[src/rtl/alu32_bist.sv]
// Self-test controller for alu32: drives LFSR operands and op selects, compacts the ALU
// responses into a 32-bit MISR and compares the final signature against a golden value.
module alu32_bist #(
    parameter int unsigned NUM_VECTORS = 256,
    parameter int unsigned NUM_OPS     = 4,
    parameter int unsigned ALU_LAT     = 1,
    parameter logic [31:0] LFSR_SEED   = 32'hACE1_2468,
    parameter logic [31:0] GOLDEN_SIG  = 32'h0000_0000
) (
    input  logic        clk,
    input  logic        rst_n,
    input  logic        start,
    output logic [31:0] a,
    output logic [31:0] b,
    output logic [3:0]  sel,
    input  logic [31:0] alu_out,
    input  logic        alu_overflow,
    output logic        busy,
    output logic        done,
    output logic        pass,
    output logic [31:0] signature,
    output logic [15:0] vec_count
);

    typedef enum logic [2:0] {StIdle, StRun, StDrain, StCmp, StDone} state_t;

    localparam logic [15:0] LastVec   = 16'(NUM_VECTORS - 1);
    localparam logic [15:0] LastDrain = 16'(ALU_LAT - 1);
    localparam logic [3:0]  LastOp    = 4'(NUM_OPS - 1);

    state_t             state;
    logic [31:0]        lfsr;
    logic [31:0]        lfsr_next;
    logic [31:0]        misr_next;
    logic [15:0]        drain_cnt;
    logic [ALU_LAT-1:0] valid_pipe;
    logic [ALU_LAT:0]   valid_shift;
    logic               issue;

    function automatic logic [31:0] mix_b(input logic [31:0] l);
        return {l[15:0], l[31:16]} ^ 32'h5555_5555;
    endfunction

    assign lfsr_next   = {1'b0, lfsr[31:1]} ^ (lfsr[0] ? 32'h8020_0003 : 32'h0);
    assign misr_next   = {signature[30:0],
                          signature[31] ^ signature[21] ^ signature[1] ^ signature[0]}
                         ^ alu_out ^ {31'b0, alu_overflow};
    assign issue       = (state == StRun);
    assign valid_shift = {valid_pipe, issue};

    // Tags each issued vector so its response is compacted exactly ALU_LAT cycles later.
    always_ff @(posedge clk or negedge rst_n) begin
        if (!rst_n) begin
            valid_pipe <= '0;
        end else begin
            valid_pipe <= valid_shift[ALU_LAT-1:0];
        end
    end

    always_ff @(posedge clk or negedge rst_n) begin
        if (!rst_n) begin
            state     <= StIdle;
            lfsr      <= LFSR_SEED;
            a         <= '0;
            b         <= '0;
            sel       <= '0;
            busy      <= 1'b0;
            done      <= 1'b0;
            pass      <= 1'b0;
            signature <= '0;
            vec_count <= '0;
            drain_cnt <= '0;
        end else begin
            if (valid_pipe[ALU_LAT-1]) begin
                signature <= misr_next;
            end
            unique case (state)
                StIdle, StDone: begin
                    if (start) begin
                        state     <= StRun;
                        lfsr      <= LFSR_SEED;
                        a         <= LFSR_SEED;
                        b         <= mix_b(LFSR_SEED);
                        sel       <= '0;
                        vec_count <= '0;
                        signature <= '0;
                        busy      <= 1'b1;
                        done      <= 1'b0;
                        pass      <= 1'b0;
                    end
                end
                StRun: begin
                    lfsr      <= lfsr_next;
                    vec_count <= vec_count + 16'd1;
                    if (vec_count == LastVec) begin
                        state     <= StDrain;
                        drain_cnt <= '0;
                        a         <= '0;
                        b         <= '0;
                        sel       <= '0;
                    end else begin
                        a   <= lfsr_next;
                        b   <= mix_b(lfsr_next);
                        sel <= (sel == LastOp) ? 4'd0 : sel + 4'd1;
                    end
                end
                StDrain: begin
                    if (drain_cnt == LastDrain) begin
                        state <= StCmp;
                    end else begin
                        drain_cnt <= drain_cnt + 16'd1;
                    end
                end
                StCmp: begin
                    state <= StDone;
                    busy  <= 1'b0;
                    done  <= 1'b1;
                    pass  <= (signature == GOLDEN_SIG);
                end
                default: state <= StIdle;
            endcase
        end
    end

endmodule

[config.mk]
export PLATFORM = sky130hd
export DESIGN_NAME = alu32_bist
export DESIGN_NICKNAME = d
export VERILOG_FILES = /design/src/rtl/alu32_bist.sv
export SDC_FILE = /design/constraint.sdc
export NUM_CORES = 1
export LEC_CHECK = 0
export BUFFER_PORTS_ARGS = -buffer_cell sky130_fd_sc_hd__buf_2
export CORE_ASPECT_RATIO = 1.4
export CORE_UTILIZATION = 49
export DETAILED_ROUTE_END_ITERATION = 6
export GPL_TIMING_DRIVEN = 0
export PLACE_DENSITY = 0.76
export REMOVE_ABC_BUFFERS = 1
export SYNTH_ARGS = -nofsm -noshare
export SYNTH_HDL_FRONTEND = slang
export SYNTH_SLANG_ARGS = --single-unit
[constraint.sdc]
create_clock -name clk -period 2.2 [get_ports clk]
set_clock_uncertainty 0.2 [all_clocks]
set_input_delay 0.22 -clock clk [delete_from_list [all_inputs] [get_ports clk]]
set_output_delay 0.22 -clock clk [all_outputs]
set_load 0.1 [all_outputs]
# Word-level counts from Yosys, hierarchy flattened
# Index checks and enable logic that the tools add are counted.
# op_classes
n_reduce_logical	11
n_mux	29
add_sub_neg	3
eq_ne	10
bitwise	7
# ops
op	n
2-to-1 mux 32 bit	8
one-hot mux 32 bit (2 select lines)	3
one-hot mux 16 bit (2 select lines)	2
2-to-1 mux 16 bit	3
adder 16 x 1 -> 16 bit, second input constant	2
zero test 32 bit	1
bitwise XOR 31 x 32 -> 32 bit	1
bitwise XOR 32 x 1 -> 32 bit	1
bitwise XOR 32 bit	1
equality test 16 x 8 -> 1 bit, second input constant	1
zero test 16 bit	1
inverter 16 bit	1
2-to-1 mux 4 bit	3
one-hot mux 3 bit (4 select lines)	1
2-to-1 mux 3 bit	3
one-hot mux 4 bit (2 select lines)	1
equality test 3 x 2 -> 1 bit, second input constant	2
inequality test 2 bit, second input constant	3
one-hot mux 1 bit (2 select lines)	3
AND reduction 3 bit	2
nonzero test 2 bit	3
adder 4 x 1 -> 4 bit, second input constant	1
equality test 4 x 2 -> 1 bit, second input constant	1
AND reduction 2 bit	2
7 further kinds	10
# totals
output_inout_bits	119
word_cells	72
regBits	171
input_bits	36

# Depth between registers and ports, before layout
# Gate-level depths: netlist (run 1).
# depth
ltp_word	8
depth_mapped	7
ltp_nobuf	6

# Least setup slack after synthesis (run 1)
# No wires, ideal clock.
# synth_timing
path_type	register -> register
from	register vec_count[0]
to	register a[16]
path_buffers	1
required_time_ns	1.864
stages_incl_launch_ff	7
arrival_ns	2.290
setup_ns	0.136
path_slack_ns	-0.426
synth_period_minus_slack_ns	2.626
cell_sequence	dfrtp_1 > ha_1 > and3_1 > nand4_1 > nor2_1 > clkbuf_1 > nor3_1
# synth_via
elab_chain_cells	3
# synth_lines
element	line_no	text
start: declaration	22	output logic [15:0] vec_count
start signal: assignment	94	vec_count <= vec_count + 16'd1;
equality test 16 x 8 -> 1 bit	95	if (vec_count == LastVec) begin
2-to-1 mux 32 bit	95	
one-hot mux 32 bit (2 select lines)	77	unique case (state)
end signal: assignment	102	a <= lfsr_next;
end: declaration	13	output logic [31:0] a,
# No other way between the ends.
# A chain may end at the register's enable or synchronous reset.

# Final worst setup path (run 1)
# layout_timing
from	register state[1]
to	register vec_count[15]
# layout_via
elab_chain_cells	4
elab_cells_between_ends	8
cone_classes	eq/ne (3); mux (1); reduce/logical (4)
# layout_lines
element	line_no	text
start: declaration	31	state_t state;
start signal: assignment	62	state <= StIdle;
start signal: assignment	80	state <= StRun;
start signal: assignment	96	state <= StDrain;
equality test 3 bit / zero test 3 bit (equally long branches)	77	
OR reduction 2 bit	77	
inequality test 2 bit (no source line) / nonzero test 2 bit (equally long branches)	n/a	
AND reduction 2 bit (no source line)	n/a	
# Several ways; a longest one is shown, not always the timed one.

==> results.ini, run 1 <==
[run]
reported_max_cap_violation_count = 0

[timing]
layout_setup_ws_ns = -0.0510
timing.final.setup_violations = 2
hold_viol_final = 0
worstMarginPinSlew_ns = 1.01
final_max_slew_viol_count = 0
totalNegativeSetupSlack_ns = -0.0831
period_share_pct = 102
max_slew_margin_pct = 32.7
maxClockFrequency_mhz = 444
final_critical_period_ns = 2.25
rsz0062_at_grt = true

[synthesis]
edff_count_synth = 0
syn-instance-count = 628
async_flop_share_pct = 100
synthesis.yosys.warnings = 0
postSynth.topFlopCell = sky130_fd_sc_hd__dfrtp_1
synth_area_um2 = 6790
synth_largest_area_cell = sky130_fd_sc_hd__dfrtp_1
synthDominantCellAreaShare_pct = 52.3
synth.area.top_cells = sky130_fd_sc_hd__dfrtp_1, sky130_fd_sc_hd__dfstp_2, sky130_fd_sc_hd__a22o_1
synth-seq-cells = 155
post_synth_num_cell_types = 45
yosysSeqAreaShare_pct = 57.4
syn-mean-instance-area_um2 = 10.8

[cells_and_area]
final_layout_size_suffix_gt1_share_pct = 31.0
num-fill-cells = 995
syn2layout_area_growth_pct = 31.1
diodes = 0
finalNetCount = 849

[floorplanning]
design.portCount = 155
dieArea_um2 = 14300
chipWidth_um = 102
area_of_the_core_region_um2 = 13500
initial_utilization_pct = 50.5
die_height_um = 141
num_rows = 50

[detailed_routing]
firstDrtPassIters = 5
antenna_violating_nets_post_route = 0
average_detailed_routed_wire_length_per_instance_um = 17.9
drc = 0
drt_wl_total_um = 17900
viasPerCell = 5.78
detailedRoute.firstIterationViolations = 322
vias = 5800

[setup_path]
critical_path_peak_fanout = 9
critical_path.cell_chain = or3b_4 > buf_12 > or4_4 > o211ai_1 > o31ai_2
worst-endpoint-required_ns = 2.28
start_kind = flip-flop
critical_path_start_end_classification = flip-flop to flip-flop
r2r_setup_slack_ns = -0.05
critical_path.reg2reg.startpoint = state[1]$_DFFE_PN0P_
worst_path_dominant_cell_family = simple AND/OR/NAND/NOR gates
critical-path-slowest-cell = sky130_fd_sc_hd__or4_4
r2r_cells = 5
crit-reg2reg-capture = vec_count[15]$_DFFE_PN0P_
critical_path.endpoint_type = flip-flop
timing.critical_path.slowest_cell_delay_ns = 0.58
timing.critical_path.arrival_ns = 2.33
number_of_buffer_and_inverter_stages_on_the_critical_path = 1

[cts]
clk_pin_slew_ns = 0.06
clock_latency_ns = 0.41
cts_tree = done
cts_num_sinks = 155
cts_inserted_buffers = 17
htree_levels = 4
cts_root_buffer = sky130_fd_sc_hd__clkbuf_16
cts.path.max_buffers = 2

[grt]
grt_first_pass_wirelength_um = 29300
antenna_found_initial = 0
vias_in_the_first_global_route = 5699
grt_start_max_net_pins = 86
global_route.peak_usage_layer = met2
globalRouteMet2Util_pct = 43.8
global_route.usage.total_pct = 26.2
grt_use_met1_pct = 33.4
globalRouteOverflowTotal = 0
grt_util_met3_pct = 5.57

[worst_hold_path]
hold_depth = 4
holdPathEnd = signature[0]$_DFF_PN0_
hold_class = primary input to flip-flop
hold_path_startpoint = alu_overflow

[placed_design]
number_of_port_buffers = 154
dpl.hpwl_um = 10800
gp_congestion = 0.814

[outcome]
run_status = finished, violations left
failing_checks = negative setup slack

worst min-delay path: stages:
cell                      delay [ns]
sky130_fd_sc_hd__buf_2          0.08
sky130_fd_sc_hd__xor2_1         0.07
sky130_fd_sc_hd__xnor2_1        0.20
sky130_fd_sc_hd__a31o_2         0.16
Yosys cell counts, drive strengths merged, types with 2 or more instances:
master / count
mux2i: 7
o22a: 4
inv: 6
a32o: 6
clkbuf: 34
xor2: 7
or3: 6
xnor2: 34
nor2: 60
nor2b: 2
nand2: 46
or4: 3
nor3: 4
a211oi: 36
o211ai: 3
a22o: 38
o31ai: 12
and4: 5
or3b: 2
o21ai: 50
a21oi: 14
nor4: 14
nand3: 17
nand4: 11
buf: 23
a31o: 2
dfstp: 13
dfrtp: 142
ha: 4
and3: 6
nor3b: 3
o22ai: 4
cells in the final DEF (no fill, tap or decap), drive strengths merged, types with 5 or more instances in the layout:
| master | Yosys | final |
|---|---|---|
| dlygate4sd3 | 0 | 33 |
| nand2 | 46 | 46 |
| clkinv | 1 | 8 |
| dfstp | 13 | 13 |
| dfrtp | 142 | 142 |
| inv | 6 | 12 |
| xnor2 | 34 | 34 |
| buf | 23 | 184 |
| a32o | 6 | 6 |
| a211oi | 36 | 36 |
| and4 | 5 | 5 |
| a21oi | 14 | 14 |
| and3 | 6 | 6 |
| mux2i | 7 | 7 |
| nand3 | 17 | 17 |
| a22o | 38 | 38 |
| nor2 | 60 | 60 |
| or3 | 6 | 6 |
| nand4 | 11 | 11 |
| o21ai | 50 | 50 |
| o31ai | 12 | 12 |
| nor4 | 14 | 14 |
| clkbuf | 34 | 17 |
| xor2 | 7 | 7 |
through the flow:
stage | instance area [um2] | utilization [%] | hold slack, ns | setup WS, ns | std cells
after floorplan | 6510 | - | -0.276 | -3.81 | 571
after global placement | 7510 | 55.9 | 0.255 | -8.12 | 907
after detailed placement | 7670 | 57.0 | 0.136 | -1.11 | 915
after CTS | 8750 | 65.0 | 0.181 | -0.0128 | 992
after global routing | 8900 | 66.2 | 0.184 | -0.0841 | 1004
final | 8900 | 66.2 | 0.161 | -0.0510 | 1004
registers in the layout, indices dropped and copies added (netlist names):
signal	flops
signature	32
pass	1
b	17
done	1
a	31
sel	4
drain_cnt	16
busy	1
state	3
lfsr	32
valid_pipe	1
vec_count	16
final cells by class:
class / instances / area (um2) / share of cell area (%)
sequential: 155 / 3900 / 43.8
timing repair buffer: 219 / 1490 / 16.8
clock buffer: 17 / 425 / 4.78
clock inverter: 15 / 115 / 1.29
tap: 182 / 228 / 2.56
multi-input combinational: 409 / 2690 / 30.2
inverter: 7 / 52.6 / 0.590
what timing repair did:
action | in CTS | in global routing
setup buffers | 10 | 12
setup endpoints to repair | 117 | 80
pin swaps | 4 | 4
cloned | 2 | 0
hold endpoints to repair | 111 | 0
resized for setup | 15 | 13
hold buffers | 33 | 0
how the worst max path moves through the flow:
stage	startpoint	endpoint	slack, ns	cells past startpoint
2_1_floorplan	state[1]$_DFFE_PN0P_	sel[3]$_DFFE_PN0P_	-3.81	4
3_3_place_gp	state[1]$_DFFE_PN0P_	sel[3]$_DFFE_PN0P_	-8.12	4
3_5_place_dp	vec_count[8]$_DFFE_PN0P_	a[13]$_DFFE_PN0P_	-1.11	4
4_1_cts	state[0]$_DFFE_PN0P_	vec_count[15]$_DFFE_PN0P_	-0.01	5
5_1_grt	state[1]$_DFFE_PN0P_	vec_count[15]$_DFFE_PN0P_	-0.08	5
6_report	state[1]$_DFFE_PN0P_	vec_count[15]$_DFFE_PN0P_	-0.05	5
cell families (layout without fill, tap and decap cells):
kind of cell             count (synthesis)  in the layout  synth area share (%)
adder cells (fa/ha/maj)                  4              4                 0.737
multiplexers                             7              7                  1.03
AND/OR/NAND/NOR                        181            181                  12.8
AO/OA/AOI/OAI                          175            175                  18.0
buffers and inverters                   64            258                  4.48
flip-flops                             155            155                  57.4
XOR/XNOR                                42             42                  5.62
per-layer routing:
layer	vias up	wire, um
met2	235	9370
li1	2628	-
met1	2903	7100
met3	34	1040
met5	-	0
met4	0	442
Power of run 1 is left out: the tool's default activity adds up to more than one toggle a clock period on the data nets, which glitch-free logic cannot reach.
==> inputs of run 2 (changes only) <==
--- a/config.mk
+++ b/config.mk
@@ -9,9 +9,9 @@
 export CORE_ASPECT_RATIO = 1.4
 export CORE_UTILIZATION = 49
 export DETAILED_ROUTE_END_ITERATION = 6
-export GPL_TIMING_DRIVEN = 0
 export PLACE_DENSITY = 0.76
 export REMOVE_ABC_BUFFERS = 1
+export SETUP_SLACK_MARGIN = 0.3
 export SYNTH_ARGS = -nofsm -noshare
 export SYNTH_HDL_FRONTEND = slang
 export SYNTH_SLANG_ARGS = --single-unit
==> results.ini, run 2 (synthesis results as in run 1) <==
[cells_and_area]
most-common-layout-cells = sky130_fd_sc_hd__buf_2, sky130_fd_sc_hd__dfrtp_1, sky130_fd_sc_hd__nor2_1  ; unchanged
diodes = 0  ; unchanged
finalNetCount = 869  ; was 849
largest_registers = lfsr (32), signature (32), a (31)  ; unchanged
layout.area.seq_um2 = 3900  ; about the same
final_common_cell = sky130_fd_sc_hd__buf_2  ; unchanged
multi_input_area_um2 = 2830  ; was 2690 um2
num-fill-cells = 941  ; was 995
syn2layout_area_growth_pct = 35.6  ; was 31.1%
final_layout_size_suffix_gt1_share_pct = 34.9  ; was 31.0%

[floorplanning]
chipWidth_um = 102  ; unchanged
die_height_um = 141  ; unchanged
design.portCount = 155  ; unchanged
dieArea_um2 = 14300  ; unchanged
area_of_the_core_region_um2 = 13500  ; unchanged
initial_utilization_pct = 50.5  ; unchanged
num_rows = 50  ; unchanged

[setup_path]
critical_path.cell_chain = or3b_4 > or4_4 > o211ai_1 > o31ai_1  ; was or3b_4 > buf_12 > or4_4 > o211ai_1 > o31ai_2
start_kind = flip-flop  ; unchanged
worst-endpoint-required_ns = 2.29  ; was 2.28 ns
worst_path_dominant_cell_family = simple AND/OR/NAND/NOR gates  ; unchanged
timing.critical_path.arrival_ns = 2.05  ; was 2.33 ns
critical_path_start_end_classification = flip-flop to flip-flop  ; unchanged
critical-path-slowest-cell = sky130_fd_sc_hd__or4_4  ; unchanged
critical_path.endpoint_type = flip-flop  ; unchanged
critical_path_peak_fanout = 6  ; was 9
timing.critical_path.slowest_cell_delay_ns = 0.54  ; was 0.58 ns
number_of_buffer_and_inverter_stages_on_the_critical_path = 0  ; was 1

[detailed_routing]
vias = 6024  ; was 5,800
viasPerCell = 5.88  ; was 5.78
detailedRoute.firstIterationViolations = 410  ; was 322
antenna_violating_nets_post_route = 0  ; unchanged
drc = 0  ; unchanged
drt_wl_total_um = 19400  ; was 17,900 um
firstDrtPassIters = 5  ; unchanged
average_detailed_routed_wire_length_per_instance_um = 19.0  ; was 17.9 um

[cts]
clock_latency_ns = 0.41  ; about the same
htree_levels = 4  ; unchanged
clk_pin_slew_ns = 0.07  ; was 0.06 ns
cts_tree = done  ; unchanged
cts.path.max_buffers = 2  ; unchanged
cts_inserted_buffers = 17  ; unchanged
cts_root_buffer = sky130_fd_sc_hd__clkbuf_16  ; unchanged
cts_num_sinks = 155  ; unchanged

[placed_design]
number_of_port_buffers = 154  ; unchanged
dpl.hpwl_um = 11400  ; was 10,800 um
gp_congestion = 0.813  ; was 0.814
placement.setup.worst_slack_ns = -0.133  ; was -1.11 ns

[timing]
rsz0062_at_grt = true  ; unchanged
max_slew_margin_pct = 53.4  ; was 32.7%
period_share_pct = 89.2  ; was 102%
final_max_slew_viol_count = 0  ; unchanged
layout_setup_ws_ns = 0.238  ; was -0.0510 ns
maxClockFrequency_mhz = 510  ; was 444 MHz
worstMarginPinSlew_ns = 0.699  ; was 1.01 ns
finalHoldWorstSlack_ns = 0.0912  ; was 0.161 ns
final_critical_period_ns = 1.96  ; was 2.25 ns
timing.final.setup_violations = 0  ; was 2
hold_viol_final = 0  ; unchanged

[grt]
global_route.usage.total_pct = 27.5  ; was 26.2%
grt_first_pass_wirelength_um = 30300  ; was 29,300 um
globalRouteOverflowTotal = 0  ; unchanged
vias_in_the_first_global_route = 5833  ; was 5,699
antenna_found_initial = 0  ; unchanged
grt_start_max_net_pins = 51  ; was 86

[run]
reported_max_cap_violation_count = 0  ; unchanged

[outcome]
run_status = completed  ; was finished, violations left

[worst_hold_path]
hold_class = primary input to async pin  ; was primary input to flip-flop

==> run 2: metrics by stage <==
| stage | utilization (%) | cell area (um2) | setup TNS (ns) | cells |
|---|---|---|---|---|
| detailed placement | 58.0 | 7800 | -2.14 | 935 |
| floorplan | - | 6510 | -309.81 | 571 |
| global route | 68.5 | 9210 | 0 | 1024 |
| CTS | 66.5 | 8950 | 0 | 1011 |
| global placement | 58.0 | 7800 | -0.0716 | 935 |
| finish | 68.5 | 9210 | 0 | 1024 |
==> run 2: worst paths after layout <==
path | from | to | slack, ns | cells after the start
setup / recovery | state[1]$_DFFE_PN0P_ | vec_count[13]$_DFFE_PN0P_ | 0.24 | 4
hold / removal | rst_n | lfsr[12]$_DFFE_PN0P_ | 0.09 | 2
setup reg to reg | state[1]$_DFFE_PN0P_ | vec_count[13]$_DFFE_PN0P_ | 0.24 | 4
hold reg to reg | lfsr[6]$_DFFE_PN1P_ | lfsr[5]$_DFFE_PN1P_ | 0.28 | 2
max in group asynchronous | rst_n | lfsr[3]$_DFFE_PN1P_ | 0.95 | 3
min in group clk | start | state[0]$_DFFE_PN0P_ | 0.14 | 4
==> run 2: timing repair <==
item	in CTS	in global routing
setup endpoints to repair	105	98
resized for setup	26	49
buffers inserted	7	10
cloned	4	3
hold buffers	33	0
endpoints found under the hold margin	162	0
pin swaps	5	19
==> run 2: layout make-up <==
| type | instances | area share [%] |
|---|---|---|
| repair buffers | 236 | 17.9 |
| clock buffers | 21 | 5.00 |
| inverters | 7 | 0.340 |
| multi-input cells | 412 | 30.8 |
| clock inverters | 11 | 1.21 |
| well taps | 182 | 2.47 |
| flip-flops and latches | 155 | 42.4 |
==> run 2: layer usage <==
layer | up-vias | GRT usage [%] | wire, um
li1 | 2679 | - | -
met4 | 0 | 9.61 | 464
met2 | 285 | 46.7 | 10200
met3 | 39 | 5.86 | 1260
met5 | - | 0 | 0
met1 | 3021 | 34.4 | 7460
Power of run 2 is left out for the same reason.
==> inputs of run 3 (changes only) <==
--- a/config.mk
+++ b/config.mk
@@ -6,7 +6,7 @@
 export NUM_CORES = 1
 export LEC_CHECK = 0
 export BUFFER_PORTS_ARGS = -buffer_cell sky130_fd_sc_hd__buf_2
-export CORE_ASPECT_RATIO = 1.4
+export CORE_ASPECT_RATIO = 1.25
 export CORE_UTILIZATION = 49
 export DETAILED_ROUTE_END_ITERATION = 6
 export PLACE_DENSITY = 0.76
==> results.ini, run 3 (synthesis results as in run 1) <==
[detailed_routing]
viasPerCell = 5.93  ; was 5.88
antenna_violating_nets_post_route = 0  ; unchanged
routedLengthMet1_um = 7530  ; was 7460 um
met3WireLength_um = 1360  ; was 1260 um
vias = 6045  ; was 6,024
drt_wl_total_um = 19600  ; was 19,400 um
top_layer = met4  ; unchanged
met2_wirelength_um = 9980  ; was 10,200 um
detailedRoute.firstIterationViolations = 460  ; was 410
firstDrtPassIters = 5  ; unchanged
drc = 0  ; unchanged
average_detailed_routed_wire_length_per_instance_um = 19.2  ; was 19.0 um

[grt]
globalRouteOverflowTotal = 0  ; unchanged
antenna_found_initial = 0  ; unchanged
grt_start_max_net_pins = 50  ; was 51
grt_first_pass_wirelength_um = 29800  ; was 30,300 um
vias_in_the_first_global_route = 5856  ; was 5,833
global_route.usage.total_pct = 26.9  ; was 27.5%

[cells_and_area]
syn2layout_area_growth_pct = 36.0  ; was 35.6%
most-common-layout-cells = sky130_fd_sc_hd__buf_2, sky130_fd_sc_hd__dfrtp_1, sky130_fd_sc_hd__nor2_1  ; unchanged
finalNetCount = 876  ; was 869
final_layout_size_suffix_gt1_share_pct = 33.8  ; was 34.9%
largest_registers = lfsr (32), signature (32), a (31)  ; unchanged
multi_input_area_um2 = 2820  ; was 2830 um2
layout.area.seq_um2 = 3900  ; about the same
diodes = 0  ; unchanged
post-route-cell-area_um2 = 9240  ; was 9210 um2
final_common_cell = sky130_fd_sc_hd__buf_2  ; unchanged
num-fill-cells = 931  ; was 941

[timing]
rsz0062_at_grt = true  ; unchanged
timing.final.setup_violations = 0  ; unchanged
max_slew_margin_pct = 65.3  ; was 53.4%
period_share_pct = 89.7  ; was 89.2%
totalNegativeSetupSlack_ns = 0  ; unchanged
final_max_slew_viol_count = 0  ; unchanged
hold_viol_final = 0  ; unchanged
final_critical_period_ns = 1.97  ; was 1.96 ns
maxClockFrequency_mhz = 507  ; was 510 MHz
worstMarginPinSlew_ns = 0.524  ; was 0.699 ns

[placed_design]
number_of_port_buffers = 154  ; unchanged
gp_congestion = 0.827  ; was 0.813
dpl.hpwl_um = 11300  ; was 11,400 um
post_placement_cell_area_um2 = 7810  ; was 7800 um2

[setup_path]
critical_path_peak_fanout = 6  ; unchanged
critical_path.endpoint_type = flip-flop  ; unchanged
start_kind = flip-flop  ; unchanged
timing.critical_path.arrival_ns = 2.07  ; was 2.05 ns
critical_path_start_end_classification = flip-flop to flip-flop  ; unchanged
worst-endpoint-required_ns = 2.30  ; was 2.29 ns

[cts]
htree_levels = 4  ; unchanged
cts_root_buffer = sky130_fd_sc_hd__clkbuf_16  ; unchanged
cts_inserted_buffers = 17  ; unchanged
cts_tree = done  ; unchanged
clk_pin_slew_ns = 0.07  ; about the same
cts_num_sinks = 155  ; unchanged
clock_latency_ns = 0.43  ; was 0.41 ns
cts.path.max_buffers = 2  ; unchanged

[floorplanning]
die_height_um = 134  ; was 141 um
initial_utilization_pct = 50.7  ; was 50.5%
design.portCount = 155  ; unchanged
chipWidth_um = 107  ; was 102 um
num_rows = 47  ; was 50
dieArea_um2 = 14300  ; about the same
area_of_the_core_region_um2 = 13400  ; was 13,500 um2

[outcome]
run_status = completed  ; unchanged

[run]
reported_max_cap_violation_count = 0  ; unchanged

[worst_hold_path]
hold_class = primary input to async pin  ; unchanged

run 3: cell count changes in the layout (fill, tap and decap cells not counted), sizes merged:
| cell | change |
|---|---|
| clkinv | +6 |
| buf | +5 |
| clkbuf | -2 |
| bufbuf | -1 |
| bufinv | -1 |
| clkinvlp | -1 |
| nor2 | +1 |
run 3: metrics by stage:
step                hold slack, ns  utilization, %  std cells  worst slack, ns
finish                      0.0982            68.9       1020            0.226
global route                 0.118            68.9       1020            0.141
CTS                          0.100            66.7       1005            0.241
detailed placement         -0.0108            58.3        927           -0.192
global placement           -0.0155            58.3        927          -0.0770
floorplan                   -0.276               -        571            -3.81
run 3: area by class of cell:
| type | count | share of cell area [%] |
|---|---|---|
| timing repair buffer | 242 | 18.5 |
| inverter | 7 | 0.420 |
| clock inverter | 15 | 1.50 |
| sequential | 155 | 42.2 |
| multi-input combinational | 413 | 30.5 |
| tap | 171 | 2.32 |
| clock buffer | 17 | 4.61 |
run 3: critical path: stages, from the launching register on:
cell                       delay [ns]
sky130_fd_sc_hd__dfrtp_1         0.39
sky130_fd_sc_hd__or3b_4          0.44
sky130_fd_sc_hd__or4_4           0.55
sky130_fd_sc_hd__o211ai_1        0.18
sky130_fd_sc_hd__o31ai_1         0.09
run 3: path summary, 6_finish.rpt:
| path | from | end | slack [ns] | depth (start not counted) |
|---|---|---|---|---|
| max | state[2]$_DFFE_PN0P_ | vec_count[15]$_DFFE_PN0P_ | 0.23 | 4 |
| min | rst_n | a[11]$_DFFE_PN0P_ | 0.1 | 2 |
| max reg2reg | state[2]$_DFFE_PN0P_ | vec_count[15]$_DFFE_PN0P_ | 0.23 | 4 |
| min reg2reg | lfsr[6]$_DFFE_PN1P_ | lfsr[5]$_DFFE_PN1P_ | 0.27 | 2 |
| max in group asynchronous | rst_n | lfsr[22]$_DFFE_PN1P_ | 0.92 | 3 |
| min in group clk | alu_overflow | signature[0]$_DFF_PN0_ | 0.13 | 4 |
run 3: metal layers:
layer / track usage (%) / vias up
li1: - / 2692
met1: 33.0 / 2984
met5: 0 / -
met2: 45.5 / 312
met4: 11.7 / 0
met3: 5.82 / 57
run 3: repair_timing:
| item | in CTS | in global routing |
|---|---|---|
| endpoints found under the setup margin | 108 | 65 |
| endpoints found under the hold margin | 155 | 0 |
| hold buffers | 33 | 0 |
| gates cloned | 4 | 5 |
| gates resized for setup | 28 | 34 |
| setup buffers | 9 | 10 |
| pin swaps | 5 | 8 |
Power of run 3 is left out for the same reason.
